--- src/rtl/twiddle_addr_seq.sv ---
// Twiddle BROM read sequencer.
// Walks the NTT, INTT or pointwise region of the 4-lane twiddle ROM stage by
// stage. It drives the registered read address, and it drives a
// valid/stage/index tag that is delayed so that it lines up with the ROM
// data word.
module twiddle_addr_seq #(
    parameter int STAGE_GAP = 4,   // idle cycles between stages (PE drain), 0 allowed
    parameter int ROM_LAT   = 1    // BROM read latency, raddr_en -> tw_valid delay (>= 1)
) (
    input  logic       clk,
    input  logic       reset,
    input  logic       start,
    input  logic [1:0] mode,
    input  logic       hold,
    output logic [7:0] raddr,
    output logic       raddr_en,
    output logic       tw_valid,
    output logic [2:0] tw_stage,
    output logic [4:0] tw_idx,
    output logic       tw_last,
    output logic       busy,
    output logic       done
);

    localparam logic [1:0] MODE_NTT  = 2'd0;
    localparam logic [1:0] MODE_INTT = 2'd1;
    localparam logic [1:0] MODE_PWM  = 2'd2;
    localparam logic [1:0] MODE_BAD  = 2'd3;

    // Gap counter wide enough for 0..STAGE_GAP-1; one bit minimum so the
    // STAGE_GAP=0 build still has a legal (unused) register.
    localparam int GW = (STAGE_GAP > 1) ? $clog2(STAGE_GAP) : 1;
    localparam logic [GW-1:0] GAP_LAST = (STAGE_GAP > 0) ? GW'(STAGE_GAP - 1) : '0;

    typedef enum logic [1:0] {
        S_IDLE,
        S_RUN,
        S_GAP,
        S_FLUSH
    } state_t;

    // Address map of the three ROM regions; results never exceed 221.
    //   NTT  s<=5: (2^s-1) + (c >> (5-s)),   s=6: 63 + c
    //   INTT s=0 : 95 + c,   s>=1: (191 - 2^(7-s)) + (c >> (s-1))
    //   PWM      : 190 + c
    function automatic logic [7:0] addr_map(input logic [1:0] m,
                                            input logic [2:0] s,
                                            input logic [4:0] c);
        logic [8:0] base;
        logic [4:0] off;
        logic [8:0] sum;
        base = 9'd0;
        off  = c;
        case (m)
            MODE_NTT: begin
                if (s == 3'd6) begin
                    base = 9'd63;
                    off  = c;
                end else begin
                    base = (9'd1 << s) - 9'd1;
                    off  = c >> (3'd5 - s);
                end
            end
            MODE_INTT: begin
                if (s == 3'd0) begin
                    base = 9'd95;
                    off  = c;
                end else begin
                    base = 9'd191 - (9'd1 << (3'd7 - s));
                    off  = c >> (s - 3'd1);
                end
            end
            default: begin
                base = 9'd190;
                off  = c;
            end
        endcase
        sum = base + {4'd0, off};
        return sum[7:0];
    endfunction

    state_t            r_state;
    logic [1:0]        r_mode;
    logic [2:0]        r_stage;
    logic [4:0]        r_idx;
    logic [GW-1:0]     r_gap;
    logic              r_busy;
    logic              r_done;

    // Read port registers plus the tag that belongs to the read just issued
    logic [7:0]        r_raddr;
    logic              r_rd_en;
    logic [2:0]        r_rd_stage;
    logic [4:0]        r_rd_idx;
    logic              r_rd_last;

    // Tag delay line matching the ROM latency; the last entry faces ROM dout
    logic [ROM_LAT-1:0]       r_pv;
    logic [ROM_LAT-1:0][2:0]  r_ps;
    logic [ROM_LAT-1:0][4:0]  r_pi;
    logic [ROM_LAT-1:0]       r_pl;

    logic [2:0]        w_last_stage;
    logic              w_stage_end;
    logic              w_op_end;
    logic [7:0]        w_addr;
    logic              w_mode_ok;
    logic              w_tw_last;

    assign w_last_stage = (r_mode == MODE_PWM) ? 3'd0 : 3'd6;
    assign w_stage_end  = (r_idx == 5'd31);
    assign w_op_end     = w_stage_end && (r_stage == w_last_stage);
    assign w_addr       = addr_map(r_mode, r_stage, r_idx);
    assign w_mode_ok    = (mode != MODE_BAD);
    assign w_tw_last    = r_pl[ROM_LAT-1];

    // Sequencer FSM: counters, read issue, stage gaps and completion handshake
    always_ff @(posedge clk or posedge reset) begin
        if (reset) begin
            r_state    <= S_IDLE;
            r_mode     <= MODE_NTT;
            r_stage    <= 3'd0;
            r_idx      <= 5'd0;
            r_gap      <= '0;
            r_busy     <= 1'b0;
            r_done     <= 1'b0;
            r_raddr    <= 8'd0;
            r_rd_en    <= 1'b0;
            r_rd_stage <= 3'd0;
            r_rd_idx   <= 5'd0;
            r_rd_last  <= 1'b0;
        end else begin
            r_done    <= 1'b0;
            r_rd_en   <= 1'b0;
            r_rd_last <= 1'b0;
            case (r_state)
                S_IDLE: begin
                    if (start && w_mode_ok) begin
                        r_mode  <= mode;
                        r_stage <= 3'd0;
                        r_idx   <= 5'd0;
                        r_gap   <= '0;
                        r_busy  <= 1'b1;
                        r_state <= S_RUN;
                    end
                end
                S_RUN: begin
                    // A held cycle issues nothing; raddr and counters stay put
                    if (!hold) begin
                        r_raddr    <= w_addr;
                        r_rd_en    <= 1'b1;
                        r_rd_stage <= r_stage;
                        r_rd_idx   <= r_idx;
                        r_rd_last  <= w_op_end;
                        if (w_op_end) begin
                            r_idx   <= 5'd0;
                            r_state <= S_FLUSH;
                        end else if (w_stage_end) begin
                            r_stage <= r_stage + 3'd1;
                            r_idx   <= 5'd0;
                            r_gap   <= '0;
                            if (STAGE_GAP > 0) begin
                                r_state <= S_GAP;
                            end
                        end else begin
                            r_idx <= r_idx + 5'd1;
                        end
                    end
                end
                S_GAP: begin
                    if (!hold) begin
                        if (r_gap == GAP_LAST) begin
                            r_gap   <= '0;
                            r_state <= S_RUN;
                        end else begin
                            r_gap <= r_gap + GW'(1);
                        end
                    end
                end
                S_FLUSH: begin
                    // Finish once the final twiddle has been presented on dout
                    if (w_tw_last) begin
                        r_done  <= 1'b1;
                        r_busy  <= 1'b0;
                        r_state <= S_IDLE;
                    end
                end
                default: begin
                    r_state <= S_IDLE;
                end
            endcase
        end
    end

    // Delay the read tag by ROM_LAT cycles so it accompanies the ROM data word
    always_ff @(posedge clk or posedge reset) begin
        if (reset) begin
            r_pv <= '0;
            r_ps <= '0;
            r_pi <= '0;
            r_pl <= '0;
        end else begin
            r_pv[0] <= r_rd_en;
            r_ps[0] <= r_rd_stage;
            r_pi[0] <= r_rd_idx;
            r_pl[0] <= r_rd_last;
            for (int i = 1; i < ROM_LAT; i++) begin
                r_pv[i] <= r_pv[i-1];
                r_ps[i] <= r_ps[i-1];
                r_pi[i] <= r_pi[i-1];
                r_pl[i] <= r_pl[i-1];
            end
        end
    end

    assign raddr    = r_raddr;
    assign raddr_en = r_rd_en;
    assign tw_valid = r_pv[ROM_LAT-1];
    assign tw_stage = r_ps[ROM_LAT-1];
    assign tw_idx   = r_pi[ROM_LAT-1];
    assign tw_last  = w_tw_last;
    assign busy     = r_busy;
    assign done     = r_done;

endmodule

--- config.mk ---
export PLATFORM = sky130hd
export DESIGN_NAME = twiddle_addr_seq
export DESIGN_NICKNAME = d
export VERILOG_FILES = /design/src/rtl/twiddle_addr_seq.sv
export SDC_FILE = /design/constraint.sdc
export NUM_CORES = 1
export LEC_CHECK = 0
export ABC_AREA = 1
export CAP_MARGIN = 30
export CORE_AREA = 2 2 76 78
export DETAILED_ROUTE_END_ITERATION = 6
export DIE_AREA = 0 0 78 80
export GPL_ROUTABILITY_DRIVEN = 0
export PLACE_DENSITY = 0.74
export SLEW_MARGIN = 20
export SYNTH_ARGS = -nofsm -noshare
export SYNTH_HDL_FRONTEND = slang
export SYNTH_SLANG_ARGS = --single-unit
--- constraint.sdc ---
create_clock -name clk -period 3 [get_ports clk]
set_clock_uncertainty 0.2 [all_clocks]
set_input_delay 0.75 -clock clk [delete_from_list [all_inputs] [get_ports clk]]
set_output_delay 0.75 -clock clk [all_outputs]
set_load 0.05 [all_outputs]
==> results by group, run 1 <==
Run status
  • Status: finished, final reports clean

STA
  • Hold Vio Cnt, Final: 0
  • Tcrit/Tclk final: 96.2%
  • Crit path time final: 2890 ps
  • Final Max Tran Viols: 0
  • Setup ws final: 113 ps
  • Final setup viols: 0
  • Fmax: 346 MHz
  • Worst-margin pin slew: 533 ps
  • Worst rel slew slack: 64.4%

Layout
  • Commonest non-fill, non-tap cell in the layout: nand2_1
  • Fin cells: 452
  • Syn-to-layout area delta: 27.2%
  • Layout cell share with drive strength beyond 1: 21.6%
  • N_diodes: 0
  • Commonest non-fill, non-tap cells in the layout: 70 x nand2_1, 42 x dfrtp_1, 39 x inv_1
  • Fin nets: 403

Global routing
  • Grt ovf: 0
  • First-pass GRT wire length: 9.74 mm
  • Total track usage: 19.5%
  • Number of global-route vias before repair: 2189
  • Antenna violations before repair: 0
  • Largest net degree at the start of global routing: 45

Place
  • DP HPWL: 4.20 mm
  • Pre-CTS setup slack: -120 ps
  • Port bufs: 26
  • Placed Cells: 431

Drt
  • Pre-antenna DRT Iters: 5
  • Vias: 2415
  • Vias per cell: 5.34
  • Drt drc: 0
  • Routed Antenna Nets: 0
  • Final WL: 6.30 mm
  • Avg WL per Cell: 13.9 µm
  • DRT iter0 DRCs: 228

Synth
  • EDFF count, synth: 0
  • Avg Cell Area, Syn: 8.12 µm²
  • Post-Synth XOR/XNOR Area: 1.64%
  • Synth Area in Simple Gates: 25.4%
  • Yosys cell types: 37
  • Adder-cell area share of the yosys netlist: 8.71%
  • Yosys warns: 0
  • Prevailing post-synth register cell: dfrtp_1
  • Post-synthesis sequential area ratio: 41.2%
  • Async SR Flop Fraction: 100%
  • Main combinational cell family by area after synthesis: simple AND/OR/NAND/NOR gates
  • Mapped Area: 2670 µm²
  • Mux contribution to synthesized area: 0%
  • Post-Synthesis Cells: 329
  • Compound-Gate Fraction of Synth Area: 14.3%
  • FF+latch count, synth: 44
  • Mapped Nets: 353

Worst setup path
  • CP Data Arrival Time: 2880 ps
  • CP required: 2990 ps
  • Critical-path maximum fanout: 7
  • Crit. End Element: flip-flop
  • Startpoint Class: flip-flop
  • WS Path Type: reg2reg

Floorplan
  • Core ar.: 5410 µm²
  • Die Span Y: 80 µm
  • FP Rows: 27
  • I/O Pins: 27
  • Initial Utilization: 49.4%
  • Die area: 6240 µm²
  • Chip Width: 78 µm

Job
  • Max Cap Violations: 0

Clock network
  • Clk sinks: 44
  • Hold_buf cts: 0
  • Htree depth: 2
  • CTS clk-pin slew, worst paths: 90 ps
  • CTS tree: built
  • Longest Clk Path Bufs: 2
  • Root Driver: clkbuf_8
  • TritonCTS Buffers: 5
  • Worst skew pair latency: 300 ps

Hold path
  • Min-delay worst type: reg2reg

Power and ir drop
  • Pwr/cell area: 1200 nW/µm²
  • VDD IR max: 0.000516 V
  • Pleak: 1.60 nW
## timing repair
action / CTS / global route
resized for setup: 5 / 32
gates cloned: 0 / 1
setup endpoints to repair: 3 / 5
pin swaps: 0 / 10
buffers inserted: 1 / 11
hold endpoints to repair: 0 / 0
## power by group
part	internal [mW]	switching, mW	total (mW)	leakage, nW
Combinational	1.06	1.63	2.69	0.970
Sequential	0.786	0.141	0.927	0.576
Clock	0.251	0.215	0.466	0.0548
## flip-flops by register name, summed over array words and instances (netlist names)
signal,cells
raddr,8
r_idx,5
r_rd_idx,5
tw_idx,5
r_rd_stage,3
r_stage,3
tw_stage,3
r_gap,2
r_mode,2
r_state,2
busy,1
done,1
r_rd_last,1
raddr_en,1
tw_last,1
tw_valid,1
## synthesized netlist by cell type, types with 3 or more instances
cell type | instances | area [µm²]
a211oi_1 | 4 | 30.0
a21oi_1 | 16 | 80.1
buf_2 | 3 | 15.0
dfrtp_1 | 44 | 1100
ha_1 | 17 | 213
inv_1 | 43 | 161
inv_2 | 5 | 18.8
nand2_1 | 74 | 278
nand2_2 | 5 | 31.3
nand3_1 | 17 | 85.1
nand4_1 | 8 | 50.1
nor2_1 | 15 | 56.3
nor2_4 | 5 | 56.3
nor3_1 | 4 | 20.0
o211ai_1 | 3 | 22.5
o21ai_0 | 36 | 180
xnor2_1 | 4 | 35.0
## routing by layer
metal / part of all wire [%] / vias up / routed length, µm / GRT usage (%)
met3: 6.0 / 22 / 379 / 3.62
li1: - / 1180 / - / -
met2: 50 / 98 / 3120 / 34.2
met4: 2.9 / 0 / 182 / 5.96
met1: 42 / 1115 / 2620 / 24.3
met5: 0 / - / 0 / 0
## through the flow
stage                     TNS (ps)  area (µm²)  util, %  power, mW  hold slack, ps
after global routing          -235        3400     62.9       4.41             179
final                            0        3400     62.9       4.09             164
after global placement        -163        3050     56.5       3.11             142
after detailed placement      -176        3050     56.5       3.14             146
after CTS                        0        3190     59.0       3.65             169
after floorplan                  0        2670        -       2.71             131
## critical path, cell delays in order (launching register included)
cell and delay [ps]:
dfrtp_2 450, buf_6 150, buf_4 130, o21ai_0 320
a21oi_1 140, o21ai_0 120, o21ai_0 140, nor2_2 210
ha_1 280, nand4_1 120, o211ai_1 120, nand2_1 90
nand3b_1 110, nand2_1 60, nand3_1 80, nand2_1 50
## worst paths after layout
path,slack (ps),from,depth (start not counted),endpoint
worst max-delay path,110,r_stage[0],15,raddr[7]
worst min-delay path,160,r_rd_last,0,tw_last
worst max register to register,110,r_stage[0],15,raddr[7]
worst min register to register,160,r_rd_last,0,tw_last
max in group asynchronous,1530,reset,3,r_stage[2]
min in group asynchronous,690,reset,3,tw_valid
## layout make-up
class                   count  area (µm²)
clock buffers               5        68.8
clock inverters             3        46.3
multi-input cells         230        1460
flip-flops and latches     44        1100
inverters                  50         200
fillers                   442        2010
well taps                  72        90.1
repair buffers             48         427
## cells by family after synthesis
logic type | after synthesis
fa+ha+maj | 18
flops | 44
compound gates | 68
simple gates | 139
xor+xnor | 5
buf+inv | 55
Power figures use the tool's default switching activity.
==> inputs of run 2 (changes only) <==
- CORE_AREA: 2 2 76 78 -> 2 2 70 85
- CTS_BUF_LIST: default -> sky130_fd_sc_hd__clkbuf_4 sky130_fd_sc_hd__clkbuf_8 sky130_fd_sc_hd__clkbuf_16
- CTS_CLUSTER_DIAMETER: default -> 100
- DIE_AREA: 0 0 78 80 -> 0 0 72 87
- PLACE_DENSITY: 0.74 -> 0.73
==> run 2 against run 1 <==
  * Sequential power down 1%
  * Combinational power down 9.3%
  * Critical path depth grew 2
  * Flip-flop and latch count did not move
  * Fmax is 0.74% higher
  * Core utilization shrank 2.9 points
  * Critical endpoint is now raddr[6]
  * Largest cell class unchanged
==> results by group, run 2 (synthesis results as in run 1) <==
Hold path
  • WHS Endpoint: tw_last
  • Min-delay worst type: reg2reg
  • Worst Hold Depth: 0 (unchanged)
  • Worst hold start: r_rd_last

Worst setup path
  • R2r worst-path depth: 17 (+2)
  • Critical-path maximum fanout: 6 (-1)
  • R2r endpoint: raddr[6]
  • WS Path Type: reg2reg
  • CP Data Arrival Time: 2870 ps (about the same)
  • FF-to-FF Start: r_stage[1]
  • CP required: 3000 ps (about the same)
  • Crit. End Element: flip-flop
  • Startpoint Class: flip-flop
  • Reg2reg setup slack: 130 ps (+20 ps)

Layout
  • Multi-input gate area: 1430 µm² (-2.6%)
  • Fin nets: 395 (-2.0%)
  • FILL cells: 500 (+13%)
  • Fin area: 3310 µm² (-2.7%)
  • Commonest non-fill, non-tap cell in the layout: nand2_1
  • Layout cell share with drive strength beyond 1: 19.6% (-2.0 points)
  • Register area: 1100 µm² (-0.11%)
  • Syn-to-layout area delta: 23.7%
  • Commonest non-fill, non-tap cells in the layout: 71 x nand2_1, 43 x dfrtp_1, 39 x inv_1
  • Max reg flops: 8 (unchanged)
  • N_diodes: 0 (unchanged)

Clock network
  • CTS clk-pin slew, worst paths: 90 ps (about the same)
  • Worst skew pair latency: 300 ps (about the same)
  • Hold_buf cts: 0 (unchanged)
  • Htree depth: 2 (unchanged)
  • Longest Clk Path Bufs: 2 (unchanged)
  • TritonCTS Buffers: 5 (unchanged)
  • Clk sinks: 44 (unchanged)
  • Root Driver: clkbuf_8
  • CTS tree: built

Place
  • DP HPWL: 4.47 mm (+6.4%)
  • Port bufs: 26 (unchanged)
  • Area after DPL: 3060 µm² (+0.33%)

STA
  • Final Max Tran Viols: 0 (unchanged)
  • Worst-margin pin slew: 492 ps (-41.4 ps)
  • Setup total negative slack: 0 ps (unchanged)
  • Final setup viols: 0 (unchanged)
  • Worst rel slew slack: 67.1% (+2.7 points)
  • RSZ-0062 raised after global routing: true
  • Tcrit/Tclk final: 95.5% (-0.71 points)
  • Crit path time final: 2870 ps (-21.2 ps)
  • Hold Vio Cnt, Final: 0 (unchanged)
  • Fmax: 349 MHz (+0.74%)
  • Worst hold slack: 154 ps (-9.52 ps)

Run status
  • Status: finished, final reports clean

Global routing
  • Number of global-route vias before repair: 2304 (+5.3%)
  • Grt ovf: 0 (unchanged)
  • First-pass GRT wire length: 10.2 mm (+5.2%)
  • Total track usage: 20.5% (+1.1 points)
  • Antenna violations before repair: 0 (unchanged)
  • Largest net degree at the start of global routing: 27 (-40%)

Floorplan
  • I/O Pins: 27 (unchanged)
  • Initial Utilization: 48.4% (-1.0 points)
  • Core ar.: 5520 µm² (+2.1%)
  • FP Rows: 30 (+11%)
  • Die Span Y: 87 µm (+8.8%)
  • Die area: 6260 µm² (+0.38%)
  • Chip Width: 72 µm (-7.7%)

Power and ir drop
  • Pleak: 1.57 nW (-1.9%)
  • Power, Total: 3.82 mW (-6.4%)
  • VDD IR max: 0.000485 V (-6.0%)
  • Pwr/cell area: 1160 nW/µm² (-3.8%)

Drt
  • Routed Antenna Nets: 0 (unchanged)
  • Pre-antenna DRT Iters: 4 (-1)
  • DRT iter0 DRCs: 171 (-25%)
  • Final WL: 5.95 mm (-5.6%)
  • Vias: 2363 (-2.2%)
  • Avg WL per Cell: 13.6 µm (-2.2%)
  • Vias per cell: 5.42 (+1.4%)
  • Drt drc: 0 (unchanged)

Job
  • Max Cap Violations: 0 (unchanged)
run 2: worst max-delay path by stage:
stage / start / end / slack [ps]
finish: r_stage[1] / raddr[6] / 130
global route: r_stage[1] / raddr[6] / -50
CTS: r_stage[1] / raddr[7] / 20
detailed placement: r_stage[1] / raddr[6] / 30
global placement: r_stage[1] / raddr[7] / 100
floorplan: r_stage[0] / raddr[6] / 190
run 2: per-layer routing:
layer / wire length [µm] / track usage (%) / up-vias
li1: - / - / 1172
met1: 2460 / 23.8 / 1091
met2: 2990 / 36.4 / 76
met3: 237 / 3.94 / 24
met4: 260 / 9.09 / 0
met5: 0 / 0 / -
run 2: worst max-delay path: stages, from the launching register on:
cell	delay, ps
dfrtp_1	390
inv_2	90
ha_2	200
xnor2_2	270
nand2_2	120
nor3_2	170
a211oi_2	60
a211oi_2	170
ha_1	280
buf_4	150
a21oi_1	160
nand2_1	90
nand2_1	80
nand2_1	70
nand3_1	80
nand2_1	50
nand3_1	60
nand2_1	50
run 2: area by class of cell:
class,count,area share [%]
Multi-Input combinational cell,230,43.1
Sequential cell,44,33.3
Timing Repair Buffer,40,11.8
Inverter,50,5.90
Tap cell,64,2.42
Clock buffer,5,2.08
Clock inverter,3,1.40
run 2: power by group:
| part | switching, mW | internal [mW] | leakage (nW) | total (mW) |
|---|---|---|---|---|
| combinational | 1.55 | 0.891 | 0.938 | 2.44 |
| clock | 0.222 | 0.251 | 0.0548 | 0.473 |
| sequential | 0.130 | 0.785 | 0.578 | 0.915 |
| total | 1.90 | 1.93 | 1.57 | 3.82 |
run 2: what timing repair did:
item | 4_1_cts | 5_1_grt
buffers inserted | 0 | 3
endpoints found under the setup margin | 0 | 5
resized for setup | 0 | 30
run 2: per-stage QoR:
| step | instances | util (%) | setup slack (ps) |
|---|---|---|---|
| 2_1_floorplan | 329 | - | 193 |
| 3_3_place_gp | 424 | 55.5 | 102 |
| 3_5_place_dp | 424 | 55.5 | 29.4 |
| 4_1_cts | 432 | 57.6 | 16.8 |
| 5_1_grt | 436 | 59.9 | -53.4 |
| 6_report | 436 | 59.9 | 134 |
==> inputs of run 3 (changes only) <==
==> constraint.sdc (replaced) <==
create_clock -name clk -period 3 [get_ports clk]
set_clock_uncertainty 0.2 [all_clocks]
set_input_delay 0.6 -clock clk [delete_from_list [all_inputs] [get_ports clk]]
set_output_delay 0.6 -clock clk [all_outputs]
set_load 0.05 [all_outputs]
==> run 3 against run 2 <==
  * Critical path depth decreased by 1
  * Die area is the same
  * Register-to-register slack better by 40 ps
  * Sequential share of layout area down 0.42 points
  * Critical path type unchanged
==> results by group, run 3 (synthesis results as in run 1) <==
Run status
  • Status: finished, final reports clean

STA
  • Setup total negative slack: 0 ps (unchanged)
  • Hold Vio Cnt, Final: 0 (unchanged)
  • Worst-margin pin slew: 495 ps (+3.28 ps)
  • Setup ws final: 172 ps (+38.1 ps)
  • Final Max Tran Viols: 0 (unchanged)
  • Worst hold slack: 168 ps (+13.2 ps)
  • Crit path time final: 2830 ps (-38.1 ps)
  • Tcrit/Tclk final: 94.3% (-1.3 points)
  • Fmax: 354 MHz (+1.3%)
  • Worst rel slew slack: 66.9% (-0.22 points)
  • Final setup viols: 0 (unchanged)

Global routing
  • Antenna violations before repair: 0 (unchanged)
  • First-pass GRT wire length: 10.6 mm (+3.0%)
  • Total track usage: 21.5% (+0.94 points)
  • Grt ovf: 0 (unchanged)
  • Largest net degree at the start of global routing: 27 (unchanged)
  • Number of global-route vias before repair: 2313 (+0.39%)

Layout
  • Fin cells: 439 (+0.69%)
  • Layout cell share with drive strength beyond 1: 20.5% (+0.91 points)
  • Fin nets: 398 (+0.76%)
  • N_diodes: 0 (unchanged)
  • Commonest non-fill, non-tap cell in the layout: nand2_1
  • Syn-to-layout area delta: 25.3%
  • Fin area: 3350 µm² (+1.3%)
  • Max reg flops: 8 (unchanged)
  • Commonest non-fill, non-tap cells in the layout: 72 x nand2_1, 43 x dfrtp_1, 38 x inv_1

Clock network
  • CTS clk-pin slew, worst paths: 90 ps (about the same)
  • CTS tree: built
  • Worst skew pair latency: 310 ps (about the same)
  • Longest Clk Path Bufs: 2 (unchanged)
  • Clk sinks: 44 (unchanged)
  • Root Driver: clkbuf_8
  • TritonCTS Buffers: 5 (unchanged)
  • Htree depth: 2 (unchanged)

Worst setup path
  • Startpoint Class: flip-flop
  • CP top delay family: simple AND/OR/NAND/NOR gates
  • Worst-path cell with the longest stage delay: dfrtp_1
  • Worst-path cell chain: inv_2, ha_2, nand2_1, nand2_4, a21oi_1, o21ai_0, o21ai_0, nor2_2, ha_1, a21oi_2, o211ai_1, nand2_1, nand3b_1, nand2_1, nand3_1, nand2_1
  • CP bufs+invs: 1 (-1)
  • CP required: 3050 ps (+50 ps)
  • WS Path Type: reg2reg
  • Most Frequent Cell on Critical Path: nand2_1
  • Max stage delay on crit path: 410 ps (+20 ps)
  • R2r worst-path depth: 16 (-1)
  • Crit. End Element: flip-flop
  • CP Data Arrival Time: 2870 ps (about the same)
  • WP depth: 16 (-1)
  • Critical-path maximum fanout: 6 (unchanged)

Power and ir drop
  • Pwr/cell area: 1170 nW/µm² (+1.5%)
  • VDD IR max: 0.000522 V (+7.5%)
  • Pleak: 1.58 nW (+0.46%)

Job
  • Max Cap Violations: 0 (unchanged)

Place
  • DP HPWL: 4.55 mm (+1.9%)
  • Placed Cells: 425 (+0.24%)
  • Area after DPL: 3060 µm² (-0.16%)
  • Pre-CTS setup slack: 30.2 ps (+0.762 ps)
  • Port bufs: 26 (unchanged)

Drt
  • Pre-antenna DRT Iters: 5 (+1)
  • Final WL: 6.17 mm (+3.8%)
  • Vias per cell: 5.57 (+2.8%)
  • Vias: 2445 (+3.5%)
  • Avg WL per Cell: 14.1 µm (+3.1%)
  • DRT iter0 DRCs: 149 (-13%)
  • Drt drc: 0 (unchanged)
  • Routed Antenna Nets: 0 (unchanged)

Floorplan
  • Die Span Y: 87 µm (unchanged)
  • Die area: 6260 µm² (unchanged)
  • Core ar.: 5520 µm² (unchanged)
  • I/O Pins: 27 (unchanged)
  • Chip Width: 72 µm (unchanged)
  • Initial Utilization: 48.4% (unchanged)
  • FP Rows: 30 (unchanged)

Hold path
  • Min-delay worst type: reg2reg
  • Worst Hold Depth: 0 (unchanged)
## run 3: timing repair
item                                    CTS  global route
pin swaps                                 0             6
hold buffers                              0             0
buffers inserted                          0             6
resized for setup                         1            34
endpoints found under the setup margin    1             5
## run 3: final cells by class
class                   instances  area, µm²
fillers                       495       2170
multi-input cells             230       1470
flip-flops and latches         44       1100
repair buffers                 43        392
inverters                      50        195
well taps                      64       80.1
clock buffers                   5       68.8
clock inverters                 3       46.3
## run 3: metrics by stage
step,util [%],power (mW)
6_report,60.7,3.93
3_3_place_gp,55.4,3.10
4_1_cts,57.5,3.63
3_5_place_dp,55.4,3.15
5_1_grt,60.7,4.23
2_1_floorplan,-,2.71
## run 3: path summary, 6_finish.rpt
check	slack [ps]	end	start
min in group asynchronous	330	r_idx[0]	reset
worst min-delay path	170	tw_last	r_rd_last
worst max-delay path	170	raddr[7]	r_stage[0]
max in group asynchronous	1670	r_stage[2]	reset
worst min register to register	170	tw_last	r_rd_last
worst max register to register	170	raddr[7]	r_stage[0]
## run 3: worst register-to-register path: cells and delay by family, from the launching register on
family,cells,cell delay [ps]
adders and majority gates,2,430
and+or+nand+nor,8,970
AOI/OAI and AO/OA,5,620
DFF,1,410
buffers and inverters,1,150
## run 3: routing by layer
metal | part of all wire, % | global-route usage (%)
met2 | 51 | 36.3
met4 | 4.2 | 11.1
met5 | 0 | 0
met3 | 5.1 | 4.17
met1 | 40 | 25.8
## run 3: where the power goes
part           switching [mW]  internal, mW
sequential              0.133         0.785
clock                   0.224         0.251
combinational            1.58         0.962
total                    1.93          2.00
